[src/rtl/word_access_unit.sv]
// word_access_unit: serialises one CPU word access into WORD_BYTES byte transfers on a narrow MMU port (little-endian lanes).
// Latency: 1 + 3*WORD_BYTES cycles from cpuStart to cpuDone when memBusy rises and falls one cycle apart; longer as the MMU stalls.
// Backpressure: memRequest held until memBusy accepts; cpuStart ignored while busy. Optional watchdog enabled by WORD_ACCESS_TIMEOUT_EN.
module word_access_unit #(
    parameter int ADDRESS_WIDTH  = 32,
    parameter int BUS_WIDTH      = 8,
    parameter int WORD_BYTES     = 4,
    parameter int TIMEOUT_CYCLES = 64
) (
    input  logic                              clk,
    input  logic                              reset,
    input  logic                              cpuStart,
    input  logic                              cpuWrite,
    input  logic [ADDRESS_WIDTH-1:0]          cpuAddr,
    input  logic [BUS_WIDTH*WORD_BYTES-1:0]   cpuWriteData,
    output logic [BUS_WIDTH*WORD_BYTES-1:0]   cpuReadData,
    output logic                              cpuBusy,
    output logic                              cpuDone,
    output logic                              cpuError,
    output logic                              memRequest,
    output logic [ADDRESS_WIDTH-1:0]          memAddr,
    output logic                              memWriteEnable,
    output logic [BUS_WIDTH-1:0]              memDataOut,
    input  logic [BUS_WIDTH-1:0]              memDataIn,
    input  logic                              memBusy
);

    localparam int WORD_W = BUS_WIDTH * WORD_BYTES;
    localparam int IDX_W  = (WORD_BYTES > 1) ? $clog2(WORD_BYTES) : 1;

    // Reject parameter sets that would produce zero-width buses or a watchdog that can never wait.
    generate
        if (ADDRESS_WIDTH < 1 || BUS_WIDTH < 1 || WORD_BYTES < 1 || TIMEOUT_CYCLES < 1) begin : g_bad_params
            $error("word_access_unit: invalid parameter set");
        end
    endgenerate

    typedef enum logic [2:0] {
        IDLE        = 3'd0,
        ISSUE       = 3'd1,
        WAIT_ACCEPT = 3'd2,
        WAIT_DONE   = 3'd3,
        DONE        = 3'd4
    } state_t;

    state_t                   state_q, state_d;
    logic [ADDRESS_WIDTH-1:0] addr_q, addr_d;
    logic                     write_q, write_d;
    logic [WORD_W-1:0]        wdata_q, wdata_d;
    logic [IDX_W-1:0]         idx_q, idx_d;
    logic [WORD_W-1:0]        word_q, word_d;
    logic [WORD_W-1:0]        rdata_q, rdata_d;
    logic                     err_q, err_d;

    logic last_byte;
    logic timeout_hit;

    assign last_byte = (idx_q == IDX_W'(WORD_BYTES - 1));

`ifdef WORD_ACCESS_TIMEOUT_EN
    localparam int CNT_W = $clog2(TIMEOUT_CYCLES + 1);

    logic [CNT_W-1:0] wait_cnt_q, wait_cnt_d;

    // Watchdog counts cycles spent waiting on the MMU; every new byte request restarts it.
    always_comb begin
        wait_cnt_d = wait_cnt_q;
        if (state_q == ISSUE) begin
            wait_cnt_d = '0;
        end else if (state_q == WAIT_ACCEPT || state_q == WAIT_DONE) begin
            wait_cnt_d = wait_cnt_q + CNT_W'(1);
        end
    end

    // Watchdog register.
    always_ff @(posedge clk or negedge reset) begin
        if (!reset) begin
            wait_cnt_q <= '0;
        end else begin
            wait_cnt_q <= wait_cnt_d;
        end
    end

    // The final waiting cycle is the one where the count shows TIMEOUT_CYCLES-1 already elapsed.
    assign timeout_hit = (state_q == WAIT_ACCEPT || state_q == WAIT_DONE)
                         && (wait_cnt_q == CNT_W'(TIMEOUT_CYCLES - 1));
`else
    // Without the watchdog the unit waits on the MMU indefinitely.
    assign timeout_hit = 1'b0;
`endif

    // State register.
    always_ff @(posedge clk or negedge reset) begin
        if (!reset) begin
            state_q <= IDLE;
        end else begin
            state_q <= state_d;
        end
    end

    // Next-state logic; MMU progress takes priority over a coincident watchdog expiry.
    always_comb begin
        state_d = state_q;
        case (state_q)
            IDLE: begin
                if (cpuStart) begin
                    state_d = ISSUE;
                end
            end
            ISSUE: begin
                // memBusy already high counts as acceptance, so the request is not repeated.
                state_d = memBusy ? WAIT_DONE : WAIT_ACCEPT;
            end
            WAIT_ACCEPT: begin
                if (memBusy) begin
                    state_d = WAIT_DONE;
                end else if (timeout_hit) begin
                    state_d = DONE;
                end
            end
            WAIT_DONE: begin
                if (!memBusy) begin
                    state_d = last_byte ? DONE : ISSUE;
                end else if (timeout_hit) begin
                    state_d = DONE;
                end
            end
            DONE: begin
                state_d = IDLE;
            end
            default: begin
                state_d = IDLE;
            end
        endcase
    end

    // Datapath: latch the request, assemble read lanes, and publish the read word as DONE is entered.
    always_comb begin
        addr_d  = addr_q;
        write_d = write_q;
        wdata_d = wdata_q;
        idx_d   = idx_q;
        word_d  = word_q;
        rdata_d = rdata_q;
        err_d   = err_q;
        case (state_q)
            IDLE: begin
                if (cpuStart) begin
                    addr_d  = cpuAddr;
                    write_d = cpuWrite;
                    wdata_d = cpuWriteData;
                    idx_d   = '0;
                    err_d   = 1'b0;
                end
            end
            WAIT_ACCEPT: begin
                if (!memBusy && timeout_hit) begin
                    err_d = 1'b1;
                end
            end
            WAIT_DONE: begin
                if (!memBusy) begin
                    if (!write_q) begin
                        word_d[idx_q*BUS_WIDTH +: BUS_WIDTH] = memDataIn;
                    end
                    if (last_byte) begin
                        // Loading here makes cpuReadData valid in the same cycle as cpuDone.
                        if (!write_q) begin
                            rdata_d = word_d;
                        end
                    end else begin
                        idx_d = idx_q + IDX_W'(1);
                    end
                end else if (timeout_hit) begin
                    err_d = 1'b1;
                end
            end
            default: begin
            end
        endcase
    end

    // Datapath registers.
    always_ff @(posedge clk or negedge reset) begin
        if (!reset) begin
            addr_q  <= '0;
            write_q <= 1'b0;
            wdata_q <= '0;
            idx_q   <= '0;
            word_q  <= '0;
            rdata_q <= '0;
            err_q   <= 1'b0;
        end else begin
            addr_q  <= addr_d;
            write_q <= write_d;
            wdata_q <= wdata_d;
            idx_q   <= idx_d;
            word_q  <= word_d;
            rdata_q <= rdata_d;
            err_q   <= err_d;
        end
    end

    // Moore outputs decoded from state; all collapse to zero while reset holds the registers.
    always_comb begin
        memRequest     = 1'b0;
        memWriteEnable = 1'b0;
        cpuBusy        = (state_q != IDLE);
        cpuDone        = 1'b0;
        cpuError       = 1'b0;
        memAddr        = addr_q + ADDRESS_WIDTH'(idx_q);
        memDataOut     = wdata_q[idx_q*BUS_WIDTH +: BUS_WIDTH];
        cpuReadData    = rdata_q;
        case (state_q)
            ISSUE, WAIT_ACCEPT: begin
                memRequest     = 1'b1;
                memWriteEnable = write_q;
            end
            DONE: begin
                cpuDone  = 1'b1;
                cpuError = err_q;
            end
            default: begin
            end
        endcase
    end

endmodule

[config.mk]
export PLATFORM = sky130hd
export DESIGN_NAME = word_access_unit
export DESIGN_NICKNAME = d
export VERILOG_FILES = /design/src/rtl/word_access_unit.sv
export SDC_FILE = /design/constraint.sdc
export NUM_CORES = 1
export LEC_CHECK = 0
export ABC_AREA = 1
export CAP_MARGIN = 25
export CORE_MARGIN = 2
export CORE_UTILIZATION = 52
export CTS_BUF_LIST = sky130_fd_sc_hd__clkbuf_8
export DETAILED_ROUTE_END_ITERATION = 12
export PLACE_DENSITY = 0.83
export REMOVE_ABC_BUFFERS = 1
export SETUP_SLACK_MARGIN = 0.1
export SLEW_MARGIN = 25
export SYNTH_ARGS = -nofsm -noshare
export SYNTH_HDL_FRONTEND = slang
export SYNTH_SLANG_ARGS = --single-unit
export TNS_END_PERCENT = 50
[constraint.sdc]
create_clock -name clk -period 2.5 [get_ports clk]
set_clock_uncertainty 0.05 [all_clocks]
set_input_delay 0.25 -clock clk [delete_from_list [all_inputs] [get_ports clk]]
set_output_delay 0.25 -clock clk [all_outputs]
set_load 0.01 [all_outputs]
Yosys cells after proc, flatten, opt, wreduce, memory -nomap -nowiden
Index checks and enable logic that the tools add are counted.
- memory bits (writable): 0
- logic and storage cells: 48
- bits in latches: 0
- ROM bits: 0
- register bits after elaboration: 134
- output and inout port bits: 77
- memories kept: 0
- bitwise logic cells: 2
- mux-type cells: 15
- add/sub/neg operators: 3
- $mul: 0
- div/mod/pow operators: 0
- equal/unequal tests: 9
- $lt $le $gt $ge: 0
- shifts and indexed selects: 3
- reduce and logical (&&, ||, !) cells: 9
- operator list (operator ; count):
    $neg 5->34 ; 1
    $shift 8x34->32 const A ; 1
    $shiftx 8x34->32 ; 1
    $add 32x2->32 ; 1
    $bwmux 32 ; 1
    $mux 32 ; 1
    $shiftx 32x6->8 ; 1
    $mux 3 ; 4
    $pmux 3 s4 ; 1
    $ne 2x2->1 const B ; 4
    $reduce_and 4->1 ; 2
    $eq 3x2->1 const B ; 2
    $mux 2 ; 3
    $mux 1 ; 4
    $pmux 2 s2 ; 1
    $reduce_and 2->1 ; 2
    $eq 3x1->1 const B ; 1
    $eq 3x3->1 const B ; 1
    $logic_not 3->1 ; 1
    $reduce_and 3->1 ; 1
    $reduce_bool 3->1 ; 1
    $add 2x1->2 const B ; 1
    $eq 2x2->1 const B ; 1
    $not 1->1 ; 2
    other kinds (2) ; 2

Longest topological paths before layout
Gate-level depths: netlist of the first run.
- word-level depth: 4
- gate-level depth with buffers: 10
- gate-level depth less buffers: 9

Worst setup path before layout of the first run
OpenSTA, ideal clock, no wires.
- kind: register to output
- start point: register idx_q[1]
- end point: output memAddr[16]
- data arrival time: 2023 ps
- path slack: 177 ps
- path buffers: 1
- cell stages (with the launch flop): 8
- cells stage by stage: dfrtp_1 clkbuf_1 inv_1 fa_1 nor2_1 nand2_1 nor2_1 xor2_1
- cells in the longest elaborated chain, start to end: 1
- ends and longest elaborated chain (element ; RTL line ; RTL):
    start, declared ; 50 ; logic [IDX_W-1:0] idx_q, idx_d;
    start signal, assigned ; 197 ; idx_q <= idx_d;
    $add 32x2->32 ; 211 ; memAddr = addr_q + ADDRESS_WIDTH'(idx_q);
    end, declared ; 21 ; output logic [ADDRESS_WIDTH-1:0] memAddr,
Every way passes these cells.

Final worst setup path of the first run
- start point: register idx_q[0]
- end point: output memAddr[13]
Same word-level chain as after synthesis.

==> impl_results.md, run 1 <==
* Crit-path max cell delay at 0.37 ns
* Hold Slack at 0.293 ns
* Final Hold Viols at 0
* Area contributors post-synth: dfrtp_1, nand2_1, o21ai_0, nor2_1, inv_1
* Synth top area share at 47.6%
* Die height at 117 um
* Data required, critical path at 2.20 ns
* Tmin final at 2.50 ns
* Fmax at 399 MHz
* Synth Register Bits at 126
* Routed Antenna Nets at 0
* Setup_tns at -0.00624 ns
* Drt total wl at 18.2 mm
* Critical path endpoint category: primary output
* PwrDens at 927 nW/um^2
* CP top delay family: buffers and inverters
* Num ports at 154
* Layout overhead on the synthesized area at 35.1%
* Crit-path slowest cell: dfrtp_1
* DRC viols at 0
* First-pass DRT Iterations at 7
* Die width at 117 um
* HPWL Detailed at 12.6 mm
* Final nets at 1166
* LEAKAGE at 0.00449 uW
* CP Cell Sequence: ha_2, buf_4, buf_4, nand3_2, nand2_4, nand2_4, nor2_4, buf_6, buf_6, xor2_2, buf_2
* Total CTS buffers at 17
* Post-synth top area cell: dfrtp_1
* Slew margin rel. at 60.3%
* Post-Synthesis Cells at 908
* Largest net degree at the start of global routing at 68
* Final period util at 100%
* Ratio of cells with drive above 1 in the final layout at 12.8%
* H-tree Lvls at 4
* Routed vias/inst at 5.13
* Final Max Tran Viols at 0
* Core Area at 12500 sq um
* Initial DRC Count at 601
* VDD IR max at 0.000546 V
* Fillers at 1018
* RSZ-0062 raised after global routing: yes
* Port Buffer Count at 152
* Type of the worst min-delay path: in -> async
* Worst-margin pin slew at 0.596 ns
* Die ar. at 13700 sq um
* Outcome: finished with violations
* Via count at 6493
* Initial Util at 52.9%
* Mean area per synthesized cell at 7.29 sq um
* CP Max Fanout at 5
* Syn. warnings at 0
* Syn Std Cell Area at 6620 sq um
* Overflow after GRT at 0
* Later-pin clock latency in the skew report at 0.45 ns
* Post-synthesis sequential area ratio at 47.6%
* GRT Total Usage at 27.1%
* ANT cells at 0
* GPL Wtd Cong at 0.905
* Initial antenna violation count at 0
* CTS Sinks at 126
* Count of cell types in the netlist at 28
* First-pass GRT wire length at 28.7 mm
* Num rows at 41
* MaxCap Viol Count at 0
* CTS tree: done
* CTS root buffer: clkbuf_8
* Final setup fails at 2
* Crit path setup slack, layout at -0.00355 ns
* Failing checks: setup timing
* Crit path launch type: register
* DR WL/cell at 14.4 um
* Worst path buffer plus inverter count at 5
* Longest Clk Path Bufs at 2
* Crit Path Class: reg -> out
* Critical Path AT at 2.20 ns
* Clock-pin slew on the worst setup and hold paths at 0.08 ns
* Vias in the first global route at 5978
[logic make-up (layout without fill, tap and decap cells)]
family	after synthesis	count (layout)	synth area share, %
adder cells (fa/ha/maj)	8	8	1.62
AND/OR/NAND/NOR	487	487	29.5
other	1	1	0.0566
AO/OA/AOI/OAI	142	142	11.1
flip-flops	126	126	47.6
buffers and inverters	129	314	8.09
XOR/XNOR	15	15	1.98
[sequential cells by signal, summed over array words and instances, names as in the netlist]
name         count
state_q          3
wdata_q         32
write_q          1
cpuReadData     32
idx_q            2
addr_q          32
word_q          24
[synth_stat cells]
cell	n
o22ai_1	8
nor3_2	1
inv_2	2
nor2_1	101
nand4_1	2
nand3b_1	15
nand3_2	1
buf_4	1
fa_1	1
clkbuf_1	13
o21ai_0	105
ha_1	7
xor2_1	9
buf_2	19
nand3_1	26
dfrtp_1	126
conb_1	1
inv_1	90
xnor2_1	6
nand2_2	1
a21oi_1	5
nand2_1	335
nor2_4	2
o21ai_1	12
a31oi_1	12
nor3_1	3
clkinv_2	1
buf_6	3
[final cells by class]
| type | count | area [sq um] | area share, % |
|---|---|---|---|
| clock buffer | 18 | 248 | 2.77 |
| clock inverter | 13 | 104 | 1.16 |
| inverter | 93 | 355 | 3.97 |
| multi-input combinational | 653 | 3110 | 34.7 |
| sequential | 126 | 3150 | 35.2 |
| tap | 172 | 215 | 2.40 |
| timing repair buffer | 190 | 1770 | 19.7 |
[cell usage in the layout (no fill, tap or decap), types with 9 or more instances in the layout]
cell type        instances
inv_2                    9
clkbuf_8                18
nand3_1                 24
a31oi_1                 12
nand3b_1                15
buf_6                   15
clkbuf_2                10
o21ai_1                 12
inv_1                   85
nor2_1                  88
o21ai_0                105
clkdlybuf4s50_1        114
dfrtp_1                126
buf_2                   16
nand2_1                326
buf_4                   22
[report_power, final]
| part | internal, uW | switching, uW | total [uW] |
|---|---|---|---|
| sequential | 2660 | 547 | 3200 |
| combinational | 1440 | 2040 | 3480 |
| clock | 789 | 819 | 1610 |
| total | 4880 | 3410 | 8300 |
[worst register-to-register path: cells and delay by family (launching register included)]
family        cells  cell delay, ns
fa+ha+maj         1            0.24
simple gates      4            0.85
flops             1            0.37
buf+inv           3            0.67
[final timing paths]
kind                       cells past startpoint              end  slack (ns)              from
min                                            2   cpuReadData[6]        0.29             reset
max                                           11      memAddr[13]      -0.004          idx_q[0]
min in group clk                               3      wdata_q[11]        0.30  cpuWriteData[11]
max reg2reg                                    8  cpuReadData[25]        0.25          idx_q[0]
max in group asynchronous                      3        addr_q[2]        1.45             reset
min reg2reg                                    2      wdata_q[11]        0.43       wdata_q[11]
[metal layers]
layer | GRT usage [%] | vias to the layer above | routed length, um
met4 | 7.61 | 0 | 283
li1 | - | 3184 | -
met3 | 6.02 | 29 | 1230
met1 | 36.1 | 3033 | 7740
met2 | 45.0 | 247 | 8960
met5 | 0 | - | 0
[per-stage QoR]
| step | utilization (%) | instances | cell area (sq um) | power, uW | worst slack [ns] |
|---|---|---|---|---|---|
| finish | 71.5 | 1265 | 8950 | 8300 | -0.00355 |
| detailed placement | 67.1 | 1221 | 8400 | 6760 | -0.00537 |
| global route | 71.5 | 1265 | 8950 | 8910 | -0.114 |
| CTS | 70.7 | 1260 | 8840 | 8260 | -0.0621 |
| floorplan | - | 872 | 6440 | 5060 | -0.813 |
| global placement | 67.1 | 1221 | 8400 | 6650 | 0.0347 |
[what timing repair did]
action,in CTS,in global routing
endpoints found under the setup margin,39,68
resized for setup,112,63
endpoints found under the hold margin,43,0
hold buffers,1,0
pin swaps,10,12
setup buffers,7,5
No activity file was read; power rests on OpenSTA's default activity.
==> inputs of run 2 (changes only) <==
--- a/config.mk
+++ b/config.mk
@@ -9,3 +9,3 @@
 export CAP_MARGIN = 25
-export CORE_MARGIN = 2
+export CORE_MARGIN = 4
 export CORE_UTILIZATION = 52
@@ -20,2 +20,2 @@
 export SYNTH_SLANG_ARGS = --single-unit
-export TNS_END_PERCENT = 50
+export TNS_END_PERCENT = 20
==> constraint.sdc (replaced) <==
create_clock -name clk -period 2.5 [get_ports clk]
set_clock_uncertainty 0.05 [all_clocks]
set_input_delay 0.5 -clock clk [delete_from_list [all_inputs] [get_ports clk]]
set_output_delay 0.5 -clock clk [all_outputs]
set_load 0.01 [all_outputs]
==> run 2 against run 1 <==
Net effect: the run still ends with setup timing left; largest cell class unchanged; largest power group unchanged; hold slack better by 0.13 ns; sequential share of layout area decreased by 0.065 points; setup slack worse by 0.18 ns.
==> impl_results.md, run 2 (synthesis results as in run 1) <==
* MaxCap Viol Count at 0
* Routed Antenna Nets at 0
* Num ports at 154
* ANT cells at 0
* Crit-path slowest cell: fa_2
* Final core occ at 73.1%
* Clock Power Share at 20.0%
* Worst-margin pin slew at 0.516 ns
* Crit path launch type: register
* Initial antenna violation count at 0
* Port Buffer Count at 152
* Vias in the first global route at 6118
* CTS root buffer: clkbuf_8
* Tmin final at 2.68 ns
* Initial DRC Count at 563
* Commonest non-fill, non-tap cell in the layout: nand2_1
* Final setup fails at 22
* CTS Sinks at 126
* Inst Count DP at 1224
* GRT Total Usage at 24.7%
* CP Cell Sequence: ha_2, inv_2, fa_2, nor2_4, nand2_4, nor2_4, xor2_1, buf_2
* Crit Path Class: reg -> out
* Fmax at 372 MHz
* Layout overhead on the synthesized area at 35.4%
* HPWL Detailed at 12.7 mm
* Critical Path AT at 2.13 ns
* Post-route insts no fill at 1261
* H-tree Lvls at 4
* First-pass GRT wire length at 28.8 mm
* Crit-path max cell delay at 0.40 ns
* Combinational share of power at 41.9%
* Final period util at 107%
* DRC viols at 0
* Crit path setup slack, layout at -0.185 ns
* Worst path depth at 8
* Core Area at 12300 sq um
* Die width at 121 um
* RSZ-0062 raised after global routing: yes
* CP Max Fanout at 3
* First-pass DRT Iterations at 5
* Slew margin rel. at 65.6%
* Worst path buffer plus inverter count at 2
* Largest net degree at the start of global routing at 52
* Ratio of cells with drive above 1 in the final layout at 13.3%
* CP most frequent cell: nor2_4
* Final Max Tran Viols at 0
* Outcome: finished with violations
* GPL Wtd Cong at 0.893
* Data required, critical path at 1.95 ns
* Drt total wl at 17.8 mm
* Failing checks: setup timing
* Via count at 6464
* CP top delay family: adder cells
* Commonest cells after routing, fill and taps aside: nand2_1, dfrtp_1, clkdlybuf4s50_1
* Reg2Reg Depth at 8
* Clock-pin slew on the worst setup and hold paths at 0.07 ns
* CTS tree: done
* Longest Clk Path Bufs at 2
* Routed vias/inst at 5.13
* Hold path depth at 2
* Final nets at 1168
* Later-pin clock latency in the skew report at 0.44 ns
* Die ar. at 14600 sq um
* Initial Util at 54.0%
* Num rows at 40
* Final Hold Viols at 0
* Die height at 121 um
* VDD IR max at 0.000542 V
* Type of the worst min-delay path: reg -> reg
* Sequential power share at 38.0%
* Total CTS buffers at 17
* PwrDens at 940 nW/um^2
* Critical path endpoint category: primary output
* LEAKAGE at 0.00450 uW
* Net Switching at 3380 uW
* DR WL/cell at 14.1 um
* Overflow after GRT at 0
* Internal power at 5050 uW
* Switching Share at 40.1%
[run 2: final cells by class]
class	instances	area, sq um
Inverter	93	350
Tap cell	168	210
Clock buffer	19	262
Timing Repair Buffer	192	1780
Fill cell	969	3290
Multi-Input combinational cell	653	3110
Clock inverter	10	101
Sequential cell	126	3150
[run 2: worst paths after layout]
| path | from | to | slack (ns) |
|---|---|---|---|
| max reg2reg | idx_q[0] | cpuReadData[14] | 0.15 |
| max in group asynchronous | reset | state_q[1] | 1.18 |
| min | word_q[13] | word_q[13] | 0.43 |
| min in group asynchronous | reset | cpuReadData[25] | 0.53 |
| max | addr_q[0] | memAddr[16] | -0.18 |
| min reg2reg | word_q[13] | word_q[13] | 0.43 |
[run 2: timing repair]
item	4_1_cts	5_1_grt
gates resized for setup	166	28
hold endpoints to repair	35	0
setup endpoints to repair	62	88
hold buffers	1	0
pin swaps	17	13
setup buffers	6	3
[run 2: worst reg2reg max path: cells and delay by family, from the launching register on]
kind | cells | cell delay, ns
and+or+nand+nor | 3 | 0.57
buffers and inverters | 3 | 0.56
adders and majority gates | 1 | 0.42
DFF | 1 | 0.37
AOI/OAI and AO/OA | 1 | 0.33
[run 2: metal layers]
metal | global-route usage [%] | routed length [um] | part of all wire, %
met1 | 33.3 | 7870 | 44
met2 | 39.6 | 8530 | 48
met3 | 6.01 | 1130 | 6.4
met4 | 7.65 | 274 | 1.5
met5 | 0 | 0 | 0
[run 2: metrics by stage]
step                      power, uW  setup WS, ns  hold slack (ns)  instance area (sq um)  setup TNS (ns)
after floorplan                5060        -0.813            0.154                   6440          -54.61
after global placement         6750        -0.172            0.406                   8480           -1.56
after detailed placement       6860        -0.233            0.409                   8480           -2.59
after CTS                      8350        -0.241            0.429                   8870           -3.15
after global routing           9060        -0.335            0.445                   8970           -6.54
final                          8430        -0.185            0.426                   8970           -2.52
[run 2: power by group through the flow]
| stage | combinational (uW) | sequential (uW) | clock, uW |
|---|---|---|---|
| after floorplan | 1940 | 3120 | 0 |
| after global placement | 3580 | 3170 | 0 |
| after detailed placement | 3670 | 3190 | 0 |
| after CTS | 3470 | 3170 | 1710 |
| after global routing | 3970 | 3290 | 1800 |
| final | 3530 | 3200 | 1690 |
==> inputs of run 3 (changes only) <==
TNS_END_PERCENT = default   (was 20)
==> run 3 against run 2 <==
Net effect: the flow still finishes with violations (setup timing); core utilization increased by 0.49 points; sequential share of layout area is 0.21 points lower; sequential cell count stayed put; critical path type unchanged; critical path depth unchanged; non-clock buffer count increased by 6.
==> impl_results.md, run 3 (synthesis results as in run 1) <==
* Outcome: finished with violations
* Failing checks: setup timing
* Drt total wl at 18.0 mm
* Vias in the first global route at 6160
* Total CTS buffers at 17
* Die height at 121 um
* Die width at 121 um
* Commonest non-fill, non-tap cell in the layout: nand2_1
* H-tree Lvls at 4
* Num ports at 154
* Net Switching at 3420 uW
* GPL Wtd Cong at 0.893
* Sequential power share at 37.8%
* VDD IR max at 0.000540 V
* MaxCap Viol Count at 0
* Final Hold Viols at 0
* Ratio of cells with drive above 1 in the final layout at 14.6%
* Layout overhead on the synthesized area at 36.3%
* Routed vias/inst at 5.13
* Initial DRC Count at 637
* First-pass DRT Iterations at 6
* PwrDens at 940 nW/um^2
* Combinational share of power at 42.2%
* Post-place setup slack at -0.233 ns
* DRC viols at 0
* Die ar. at 14600 sq um
* Overflow after GRT at 0
* Crit Path Class: reg -> out
* LEAKAGE at 0.00453 uW
* Final core occ at 73.6%
* Critical Path AT at 2.12 ns
* Final period util at 107%
* Port Buffer Count at 152
* Num rows at 40
* Via count at 6500
* First-pass GRT wire length at 29.1 mm
* Internal power at 5060 uW
* CP Max Fanout at 3
* Clock-pin slew on the worst setup and hold paths at 0.07 ns
* Tmin final at 2.67 ns
* Worst-margin pin slew at 0.514 ns
* RSZ-0062 raised after global routing: yes
* CTS Sinks at 126
* ANT cells at 0
* Crit path setup slack, layout at -0.168 ns
* Final setup fails at 24
* Critical path endpoint category: primary output
* Fillers at 958
* Initial antenna violation count at 0
* HPWL Detailed at 12.7 mm
* Routed Antenna Nets at 0
* Clock Power Share at 20.0%
* Core Area at 12300 sq um
* DR WL/cell at 14.2 um
* Longest Clk Path Bufs at 2
* GRT Total Usage at 24.9%
* Later-pin clock latency in the skew report at 0.45 ns
* Largest net degree at the start of global routing at 52
* Final Max Tran Viols at 0
* Initial Util at 54.0%
* Slew margin rel. at 65.7%
* Commonest cells after routing, fill and taps aside: nand2_1, dfrtp_1, clkdlybuf4s50_1
* Switching Share at 40.3%
* CTS tree: done
* CTS root buffer: clkbuf_8
* Type of the worst min-delay path: reg -> reg
* Crit path launch type: register
* Fmax at 375 MHz
* Final nets at 1174
* Data required, critical path at 1.95 ns
-- run 3: changes by cell type in the layout (fill, tap and decap cells not counted), sizes merged --
cell | before | now
clkdlybuf4s15 | 2 | 0
dlygate4sd2 | 9 | 1
clkbuf | 19 | 22
buf | 69 | 82
-- run 3: final cells by class --
class | count | area, sq um | share of cell area [%]
Clock buffer | 19 | 262 | 2.90
Multi-Input combinational cell | 653 | 3120 | 34.6
Inverter | 93 | 355 | 3.94
Sequential cell | 126 | 3160 | 35.0
Clock inverter | 10 | 101 | 1.12
Tap cell | 168 | 210 | 2.33
Timing Repair Buffer | 198 | 1820 | 20.2
-- run 3: timing repair --
item                                    CTS  global route
endpoints found under the setup margin   62            48
cloned                                    0             2
hold endpoints to repair                 35             0
hold buffers                              1             0
pin swaps                                23            11
gates resized for setup                 204            25
setup buffers                            10             2
-- run 3: per-layer routing --
layer / vias up / routed length [um] / GRT usage (%)
li1: 3202 / - / -
met1: 3013 / 7870 / 33.2
met2: 251 / 8630 / 39.9
met3: 34 / 1220 / 6.15
met4: 0 / 316 / 8.22
met5: - / 0 / 0
-- run 3: worst max-delay path: stages (launching register included) --
cell	delay, ns
dfrtp_1	0.36
ha_2	0.19
inv_2	0.04
fa_2	0.40
nor2_4	0.20
nand2_4	0.10
nor2_4	0.10
xor2_1	0.14
buf_2	0.15
-- run 3: final timing paths --
path / from / end / slack (ns) / depth (start not counted)
max: addr_q[0] / memAddr[16] / -0.17 / 8
min: word_q[13] / word_q[13] / 0.43 / 2
max reg2reg: idx_q[0] / cpuReadData[14] / 0.33 / 11
min reg2reg: word_q[13] / word_q[13] / 0.43 / 2
max in group asynchronous: reset / state_q[1] / 1.19 / 3
min in group asynchronous: reset / cpuReadData[25] / 0.53 / 2
-- run 3: power groups by stage --
stage | registers [uW] | logic, uW | clock network [uW]
floorplan | 3120 | 1940 | 0
global placement | 3170 | 3580 | 0
detailed placement | 3190 | 3670 | 0
CTS | 3170 | 3510 | 1710
global route | 3290 | 4000 | 1800
finish | 3200 | 3580 | 1700
-- run 3: stage by stage --
step	hold WS (ns)	TNS, ns	cells	total power [uW]	instance area [sq um]
2_1_floorplan	0.154	-54.61	872	5060	6440
3_3_place_gp	0.406	-1.56	1224	6750	8480
3_5_place_dp	0.409	-2.59	1224	6860	8480
4_1_cts	0.429	-3.15	1264	8390	8930
5_1_grt	0.445	-5.37	1267	9100	9030
6_report	0.427	-2.41	1267	8480	9030
